[src/rtl/head_flit_route_unit.sv]
// head_flit_route_unit: registered head-flit decoder and route holder for one
// router input port. Head/single flits look up their destination in a
// runtime-writable routing table. The resulting output-port request is held
// for the whole wormhole packet. Flits pass through one valid/ready register.
//
// Ports
//   clk, rst      clock, asynchronous active-high reset
//   in_flit/in_valid/in_ready     upstream flit handshake
//   out_flit/out_valid/out_ready  downstream flit handshake (registered)
//   route_req/route_valid         output-port request for the current packet
//   cfg_we/cfg_addr/cfg_wdata     routing table write port
//   cfg_rdata                     combinational table readback
//   err_route                     one-cycle pulse: head with destination >= N
//   err_proto                     one-cycle pulse: flit type illegal in state
module head_flit_route_unit #(
  parameter int unsigned N             = 4,
  parameter int unsigned INDEX         = 1,
  parameter int unsigned DATA_WIDTH    = 8,
  parameter int unsigned PhitPerFlit   = 2,
  parameter int unsigned REQUEST_WIDTH = 2,
  parameter int unsigned DEFAULT_ROUTE = 0,
  localparam int unsigned FLIT_W       = PhitPerFlit * DATA_WIDTH,
  localparam int unsigned DEST_W       = (N > 1) ? $clog2(N) : 1
) (
  input  logic                     clk,
  input  logic                     rst,
  input  logic [FLIT_W-1:0]        in_flit,
  input  logic                     in_valid,
  output logic                     in_ready,
  output logic [FLIT_W-1:0]        out_flit,
  output logic                     out_valid,
  input  logic                     out_ready,
  output logic [REQUEST_WIDTH-1:0] route_req,
  output logic                     route_valid,
  input  logic                     cfg_we,
  input  logic [DEST_W-1:0]        cfg_addr,
  input  logic [REQUEST_WIDTH-1:0] cfg_wdata,
  output logic [REQUEST_WIDTH-1:0] cfg_rdata,
  output logic                     err_route,
  output logic                     err_proto
);

  localparam logic [REQUEST_WIDTH-1:0] DEF_R = REQUEST_WIDTH'(DEFAULT_ROUTE);
  localparam logic [REQUEST_WIDTH-1:0] IDX_R = REQUEST_WIDTH'(INDEX);

  localparam logic [1:0] T_BODY   = 2'b00;
  localparam logic [1:0] T_HEAD   = 2'b01;
  localparam logic [1:0] T_TAIL   = 2'b10;
  localparam logic [1:0] T_SINGLE = 2'b11;

  typedef enum logic {
    S_IDLE,
    S_PKT
  } state_t;

  state_t                   r_state;
  logic [FLIT_W-1:0]        r_out_flit;
  logic                     r_out_valid;
  logic                     r_out_last;
  logic [REQUEST_WIDTH-1:0] r_route_req;
  logic                     r_route_valid;
  logic                     r_err_route;
  logic                     r_err_proto;
  logic [REQUEST_WIDTH-1:0] r_table [N];

  logic                     w_accept;
  logic                     w_xfer;
  logic [1:0]               w_type;
  logic                     w_is_hs;
  logic [DEST_W-1:0]        w_dest;
  logic                     w_dest_ok;
  logic                     w_cfg_ok;
  logic [REQUEST_WIDTH-1:0] w_lookup;
  logic                     w_new_route;
  logic [FLIT_W-1:0]        w_as_body;

  // Handshake and flit decode
  assign in_ready  = !r_out_valid || out_ready;
  assign w_accept  = in_valid && in_ready;
  assign w_xfer    = r_out_valid && out_ready;
  assign w_type    = in_flit[FLIT_W-1:FLIT_W-2];
  assign w_is_hs   = (w_type == T_HEAD) || (w_type == T_SINGLE);
  assign w_dest    = in_flit[DEST_W-1:0];
  assign w_dest_ok = 32'(w_dest) < N;
  assign w_cfg_ok  = 32'(cfg_addr) < N;
  assign w_as_body = {T_BODY, in_flit[FLIT_W-3:0]};

  // Table read sees the pre-edge contents, so a same-cycle write is not seen
  assign w_lookup  = w_dest_ok ? r_table[w_dest] : DEF_R;

  // Out-of-range readback reports the node id
  assign cfg_rdata = w_cfg_ok ? r_table[cfg_addr] : IDX_R;

  // A new packet route is taken only for a head/single accepted in IDLE
  assign w_new_route = w_accept && (r_state == S_IDLE) && w_is_hs;

  assign out_flit    = r_out_flit;
  assign out_valid   = r_out_valid;
  assign route_req   = r_route_req;
  assign route_valid = r_route_valid;
  assign err_route   = r_err_route;
  assign err_proto   = r_err_proto;

  // Packet FSM, output register, route holder and routing table
  always_ff @(posedge clk or posedge rst) begin
    if (rst) begin
      r_state       <= S_IDLE;
      r_out_flit    <= '0;
      r_out_valid   <= 1'b0;
      r_out_last    <= 1'b0;
      r_route_req   <= DEF_R;
      r_route_valid <= 1'b0;
      r_err_route   <= 1'b0;
      r_err_proto   <= 1'b0;
      for (int i = 0; i < int'(N); i++) begin
        r_table[i] <= DEF_R;
      end
    end else begin
      r_err_route <= 1'b0;
      r_err_proto <= 1'b0;

      if (cfg_we && w_cfg_ok) begin
        r_table[cfg_addr] <= cfg_wdata;
      end

      if (w_xfer) begin
        r_out_valid <= 1'b0;
      end

      // Route stays valid across a tail/head boundary when the next head
      // is accepted in the same cycle the last flit leaves
      if (w_xfer && r_out_last && !w_new_route) begin
        r_route_valid <= 1'b0;
      end

      if (w_accept) begin
        case (r_state)
          S_IDLE: begin
            if (w_is_hs) begin
              r_out_flit    <= in_flit;
              r_out_valid   <= 1'b1;
              r_out_last    <= (w_type == T_SINGLE);
              r_route_req   <= w_lookup;
              r_route_valid <= 1'b1;
              r_err_route   <= !w_dest_ok;
              if (w_type == T_HEAD) begin
                r_state <= S_PKT;
              end
            end else begin
              // Body/tail without a packet: dropped
              r_out_valid <= 1'b0;
              r_err_proto <= 1'b1;
            end
          end
          S_PKT: begin
            // Stray head/single inside a packet is demoted to body
            r_out_flit  <= w_is_hs ? w_as_body : in_flit;
            r_out_valid <= 1'b1;
            r_out_last  <= (w_type == T_TAIL);
            r_err_proto <= w_is_hs;
            if (w_type == T_TAIL) begin
              r_state <= S_IDLE;
            end
          end
          default: begin
            r_state <= S_IDLE;
          end
        endcase
      end
    end
  end

endmodule

[config.mk]
export PLATFORM = sky130hd
export DESIGN_NAME = head_flit_route_unit
export DESIGN_NICKNAME = d
export VERILOG_FILES = /design/src/rtl/head_flit_route_unit.sv
export SDC_FILE = /design/constraint.sdc
export NUM_CORES = 1
export LEC_CHECK = 0
export ABC_AREA = 1
export CORE_MARGIN = 8
export CORE_UTILIZATION = 47
export CTS_BUF_LIST = sky130_fd_sc_hd__clkbuf_4 sky130_fd_sc_hd__clkbuf_8 sky130_fd_sc_hd__clkbuf_16
export CTS_CLUSTER_SIZE = 40
export DETAILED_ROUTE_END_ITERATION = 6
export GPL_ROUTABILITY_DRIVEN = 1
export PLACE_DENSITY = 0.79
export SYNTH_ARGS = -nofsm -noshare
export SYNTH_HDL_FRONTEND = slang
export SYNTH_SLANG_ARGS = --single-unit
[constraint.sdc]
create_clock -name clk -period 3.7 [get_ports clk]
set_input_delay 1.11 -clock clk [delete_from_list [all_inputs] [get_ports clk]]
set_output_delay 1.11 -clock clk [all_outputs]
set_load 0.02 [all_outputs]
# Word level (Yosys, flattened, before mapping)
# Index checks and enable logic that the tools add are counted.
# totals
register_bits	31
word_cells	64
# classes
magnitude_cmp	3
eq_ne	4
muxes	29
bitwise_logic	3
n_reduce_logical	14
# op_table
operator	n
2-to-1 mux 16 bit	2
case mux 16 bit (2 select lines)	1
2-to-1 mux 1 bit	13
2-to-1 mux 2 bit	5
binary-select mux 2 bit (select 2 bit)	2
bitwise mux 8 bit	1
case mux 1 bit (2 select lines)	4
logical AND 1 bit	7
greater-or-equal comparator 3 bit (second input constant)	2
inverter 2 -> 3 bit	2
demux 2 bit (select 2 bit)	1
== test 2 bit (second input constant)	2
less-than comparator 3 x 1 -> 1 bit (second input constant)	1
AND reduction 3 bit	1
== test 2 x 1 -> 1 bit (second input constant)	1
zero test 1 bit	2
logical OR 1 bit	2
inequality test 2 bit (second input constant)	1
AND reduction 2 bit	1
nonzero test 2 bit	1
inverter 1 bit	1

# Longest topological paths before layout
# Gate-level depths: netlist (run 1).
# logic_depth
depth_word	11
ltp_mapped	8

# Worst setup path before layout (run 1)
# No wires, ideal clock.
# synth_timing
kind	input-to-output
from	in cfg_addr[0]
to	out cfg_rdata[0]
arrival_time_ps	1545
required_time_ps	2590
slack_ps	1045
path_stages	4
path_cell_list	inv_1 nor2_1 a22oi_1 nand2_1
# synth_between
elab_chain_cells	4
# synth_lines
item	line	text
start: declaration	36	input logic [DEST_W-1:0] cfg_addr,
inverter 2 -> 3 bit (not written as such)	92	assign cfg_rdata = w_cfg_ok ? r_table[cfg_addr] : IDX_R;
binary-select mux 2 bit (select 2 bit)	92	
2-to-1 mux 2 bit (not written as such) (2 in series)	92	
end: declaration	38	output logic [REQUEST_WIDTH-1:0] cfg_rdata,
# Every way passes these cells. The select of a mux whose other input is x is not followed.

# Final worst setup path (run 1)
# Ends and elaborated chain as after synthesis.

==> results of run 1 <==
[registers in the layout, summed over array words and instances, names as in the netlist]
register and cells:
out_flit 16, r_table 8, route_req 2, err_proto 1, out_valid 1, r_out_last 1
r_state 1, route_valid 1
[worst min-delay path, stage by stage (launching register included)]
cell	delay (ns)
dfrtp_1	0.35
nand2_1	0.05
nand2_1	0.04
[power by group]
| group | total [mW] | internal, mW | switching [mW] |
|---|---|---|---|
| registers | 0.478 | 0.427 | 0.0506 |
| logic | 0.437 | 0.201 | 0.235 |
| clock network | 0.269 | 0.160 | 0.109 |
[metrics by stage]
| stage | utilization, % | area (um2) | worst slack, ns | power (mW) | std cells |
|---|---|---|---|---|---|
| after floorplan | - | 1421 | 1.045 | 0.7163 | 176 |
| after global placement | 65.55 | 1936 | -0.01167 | 0.9237 | 257 |
| after detailed placement | 65.55 | 1936 | -0.04585 | 0.9315 | 257 |
| after CTS | 68.39 | 2019 | 0.2039 | 1.202 | 265 |
| after global routing | 68.39 | 2019 | 0.1278 | 1.267 | 265 |
| final | 68.39 | 2019 | 0.2003 | 1.183 | 265 |
[kinds of logic after synthesis]
kind of cell | Yosys count | synth area share (%)
adders and majority gates | 1 | 0.8801
buffers and inverters | 23 | 7.571
DFF | 31 | 54.58
other | 1 | 0.2638
and+or+nand+nor | 104 | 30.55
AOI/OAI and AO/OA | 16 | 6.161
[final cells by class]
cell class                 instances  area [um2]  share of cell area (%)
clock buffer                       6       51.30                   2.540
multi-input combinational        122       538.0                   26.64
sequential                        31       775.7                   38.41
timing repair buffer              51       500.5                   24.78
tap                               33       41.29                   2.045
clock inverter                     2       35.03                   1.735
inverter                          20       77.57                   3.841
[cells in the final DEF, fill, tap and decap left out, drive strengths merged, types with 2 or more instances in the layout]
cell type and n:
clkdlybuf4s50 46, nor2 7, nand3 8, nand2 88
inv 20, o21ai 12, buf 3, a22oi 2
a31oi 2, clkbuf 6, dfrtp 31, dlygate4sd2 2
[routing by layer]
layer	vias to the layer above	share of wire, %	GRT usage, %
met5	-	0	0
met2	39	46	22.55
li1	651	-	-
met3	2	6.9	5.085
met1	556	46	15.37
met4	0	0.45	4.619
[worst max-delay path by stage]
stage / startpoint / endpoint / slack, ns / cells past startpoint
final: cfg_addr[0] / cfg_rdata[0] / 0.20 / 6
after global placement: cfg_addr[0] / cfg_rdata[0] / -0.01 / 6
after CTS: cfg_addr[0] / cfg_rdata[0] / 0.20 / 6
after detailed placement: cfg_addr[0] / cfg_rdata[0] / -0.05 / 6
after global routing: cfg_addr[0] / cfg_rdata[0] / 0.13 / 6
after floorplan: cfg_addr[0] / cfg_rdata[0] / 1.05 / 4
==> impl_results.md, run 1 <==
* Status: completed
* RSZ-0062 raised after global routing: false
* Worst Hold Class: reg2reg
* Max Cap Viol at 0
* Max Slew Vio Count at 0
* Synth area leaders: dfrtp_1, nand2_1, inv_1
* Top-count cell post-synth: nand2_1
* Ys async rst share at 100.0%
* Final period util at between 90% and 100%
* Total Wirelength at about 3100 um
* Die Y-Extent at just over 70 um
* Avg Cell Area, Syn at 8.076 um2
* Starting DRC count in detailed routing at 103
* Post-synth top cells: nand2_1, dfrtp_1, inv_1
* WP data arrival at between 2 and 2.5 ns
* Global route overflow at 0
* Post-DP HPWL at roughly 2500 um
* Worst skew pair latency at 0.31 ns
* Register area share after synthesis at 54.58%
* Critical Path Fanout Max at 4
* FF+latch count, synth at 31
* IO Port Bufs at 48
* Synth cell types at 18
* CTS root buf: clkbuf_4
* Dominant synthesized flop cell: dfrtp_1
* Worst path required time at between 2 and 3 ns
* Synth top area share at between 50% and 60%
* HP Start: out_flit[5]$_DFFE_PP0P_
* Yosys warning total at 0
* H-tree depth at 2
* Layout cells sized above 1 at 7.328%
* Boundary pin count at 50
* Leading area contributor after synthesis: dfrtp_1
* R2R depth at 6
* Slowest CP cell: clkdlybuf4s50_1
* CP cell instances: clkdlybuf4s50_1, inv_1, buf_4, a31oi_1, nand2_1, dlygate4sd2_1
* Synthesized net count at roughly 200
* Largest net degree at the start of global routing at 19
* Clock Sinks at 31
* Fill cells at 258
* Row cnt at 20
* VDD IR max at about 0.00033 V
* Core Region at approximately 3000 um2
* Vias/cell at approximately 4.7
* N_diodes at 0
* Worst Tran Pin Value at between 0.5 and 0.6 ns
* Clock Tree Buf Depth at 2
* Chip width at about 71 um
* Initial antenna violation count at 0
* Reg2reg setup slack at between 2 and 2.5 ns
* Vias in the first global route at 1277
* Highest clock rate at 0.2857 GHz
* Worst hold slack at between 0.4 and 0.5 ns
* CP bufs+invs at 4
* Slew HR at 61.86%
* Post-Syn Area at between 1000 and 1500 um2
* Worst r2r dst: out_flit[7]$_DFFE_PP0P_
* Cts repair resizes at 2
* Count of final setup violators at 0
* Nets at approximately 260
* Syn Inst Count at about 180
* Number of synthesized flops with an enable pin at 0
* Hold EP: out_flit[5]$_DFFE_PP0P_
* Clock buffer count from CTS at 5
* DIE AREA at between 5000 and 6000 um2
* Avg WL per Cell at ~12 um
* Final Skew at roughly 0.0030 ns
* GPL Wtd Cong at 0.9060
* Setup crit start kind: primary input
* Vias at 1248
* Antenna Nets Post-Route at 0
* Total track usage at between 10% and 20%
* Worst setup EP type: output pin
* Initial core utilization at 48.14%
* Post-CTS Setup Bufs at 0
* CP peak stage delay at 0.52 ns
* Setup TNS at 0 ns
* Category of the most critical setup path: in2out
* Drt first pass iters at 4
* Power per Cell Area at approximately 590 nW/um2
* Clock slew at reported path FFs at approximately 0.090 ns
* Reg2reg start: r_state$_DFFE_PP0N_
* CTS tree: done
* Hold Crit Depth at 2
* First-pass GRT wire length at roughly 5600 um
* Synthesis-to-layout area growth at 42.08%
* Final Hold Vio Count at 0
* Min cycle time layout at between 3 and 4 ns
* Post-CTS Hold Fix Bufs at 0
* Pleak at ~1.0 nW
* CP delay by family, top: buffers and inverters
* DRC Markers at 0
No activity file was read; power rests on OpenSTA's default activity.
==> run 2: changes to the inputs <==
- GPL_TIMING_DRIVEN: default -> 0
==> impl_results.md, run 2 (synthesized netlist as in run 1, its figures left out) <==
* Tot Pwr at around 1.1 mW
* CP cell instances: clkdlybuf4s50_1, inv_1, nor2_1, a22oi_1, nand2_1, dlygate4sd2_1
* Layout cells sized above 1 at 6.522%
* Finished Layout Cells at ~260
* CTS tree: done
* Largest net degree at the start of global routing at 32
* Worst Tran Pin Value at ~1.1 ns
* Boundary pin count at 50
* Drt first pass iters at 4
* Vias/cell at about 4.7
* Slowest CP cell: clkdlybuf4s50_1
* Worst Hold Class: reg2reg
* Antenna Nets Post-Route at 0
* Post-Place Cells at 257
* Pleak at ~1.0 nW
* Most frequent cells in the layout: nand2_1, clkdlybuf4s50_1, dfrtp_1
* Initial antenna violation count at 0
* DRC Markers at 0
* Final period util at approximately 95%
* Row cnt at 20
* WP data arrival at between 2 and 2.5 ns
* Clock Sinks at 31
* Total track usage at between 10% and 20%
* Setup crit start kind: primary input
* Final Skew at 0.002156 ns
* Core Region at 2953 um2
* Vias at between 1k and 1.5k
* Count of final setup violators at 0
* Global route overflow at 0
* RSZ-0062 raised after global routing: false
* Min cycle time layout at between 3 and 4 ns
* Max Slew Vio Count at 0
* Chip width at between 70 and 80 um
* CP delay by family, top: buffers and inverters
* Vias in the first global route at 1251
* CP bufs+invs at 3
* Worst setup EP type: output pin
* N_diodes at 0
* GPL Wtd Cong at roughly 0.9
* Fill cells at 264
* Worst path required time at 2.59 ns
* Status: completed
* Clock Tree Buf Depth at 2
* Avg WL per Cell at between 10 and 15 um
* Worst skew pair latency at approximately 0.32 ns
* Starting DRC count in detailed routing at 80
* Slew HR at approximately a quarter
* Clock slew at reported path FFs at 0.08 ns
* IO Port Bufs at 48
* VDD IR max at ~0.00028 V
* Most common cell after layout, fill and taps aside: nand2_1
* H-tree depth at 2
* Highest clock rate at about 0.28 GHz
* First-pass GRT wire length at 5713 um
* CTS root buf: clkbuf_4
* Total Wirelength at approximately 3300 um
* Die Y-Extent at between 70 and 80 um
* Synthesis-to-layout area growth at 39.70%
* Category of the most critical setup path: in2out
* Clock buffer count from CTS at 5
* Critical Path Fanout Max at 4
* Post-DP HPWL at approximately 2500 um
* DIE AREA at slightly above 5000 um2
* CP peak stage delay at about 0.52 ns
* Max reg flops at 16
* Power per Cell Area at approximately 560 nW/um2
* Max Cap Viol at 0
* Final Hold Vio Count at 0
* Initial core utilization at 48.14%
* Nets at 257
run 2: cell count changes in the layout (fill, tap and decap cells not counted), sizes merged:
cell / before / now
bufinv: 1 / 0
clkinv: 1 / 0
run 2: path summary, 6_finish.rpt:
kind | start | to | slack (ns) | depth (start not counted)
setup / recovery | cfg_addr[0] | cfg_rdata[0] | 0.17 | 6
hold / removal | out_flit[3]$_DFFE_PP0P_ | out_flit[3]$_DFFE_PP0P_ | 0.47 | 2
setup reg to reg | r_state$_DFFE_PP0N_ | out_flit[12]$_DFFE_PP0P_ | 2.25 | 7
hold reg to reg | out_flit[3]$_DFFE_PP0P_ | out_flit[3]$_DFFE_PP0P_ | 0.47 | 2
max in group asynchronous | rst | out_flit[1]$_DFFE_PP0P_ | 1.66 | 2
min in group asynchronous | rst | out_flit[9]$_DFFE_PP0P_ | 1.37 | 2
run 2: report_power, final:
part	total [mW]	leakage [nW]	switching, mW	internal, mW
Sequential	0.477	0.384	0.0500	0.427
Clock	0.178	0.0276	0.104	0.0747
Combinational	0.449	0.619	0.242	0.206
Total	1.10	1.03	0.396	0.709
run 2: through the flow:
stage	util, %	setup TNS [ns]	hold WS (ns)	cell area, um2	setup WS, ns
floorplan	-	0	0.4530	1421	1.045
global placement	65.81	-0.1690	0.4525	1943	-0.08703
detailed placement	65.81	-0.1722	0.4588	1943	-0.08736
CTS	67.25	0	0.4800	1986	0.1895
global route	67.25	0	0.5020	1986	0.06185
finish	67.25	0	0.4741	1986	0.1678
run 2: tightest hold or removal path, cell delays in order (launching register included):
cell,delay (ns)
dfrtp_1,0.35
nand2_1,0.05
nand2_1,0.05
run 2: metal layers:
| metal | share of wire (%) | global-route usage [%] | wire [um] |
|---|---|---|---|
| met3 | 7.9 | 6.921 | 260 |
| met4 | 1.3 | 4.850 | 42 |
| met2 | 48 | 23.38 | 1587 |
| met5 | 0 | 0 | 0 |
| met1 | 43 | 16.12 | 1410 |
run 2: repair_timing:
item,in CTS,in global routing
buffers inserted,0,0
setup endpoints to repair,2,0
hold buffers,0,0
resized for setup,2,0
run 2: cell type report:
class                      instances  area, um2  share of cell area (%)
timing repair buffer              48      478.0                   24.07
multi-input combinational        122      538.0                   27.10
buffer                             3      30.03                   1.512
tap                               33      41.29                   2.079
inverter                          20      77.57                   3.907
sequential                        31      775.7                   39.07
clock buffer                       6      45.04                   2.268
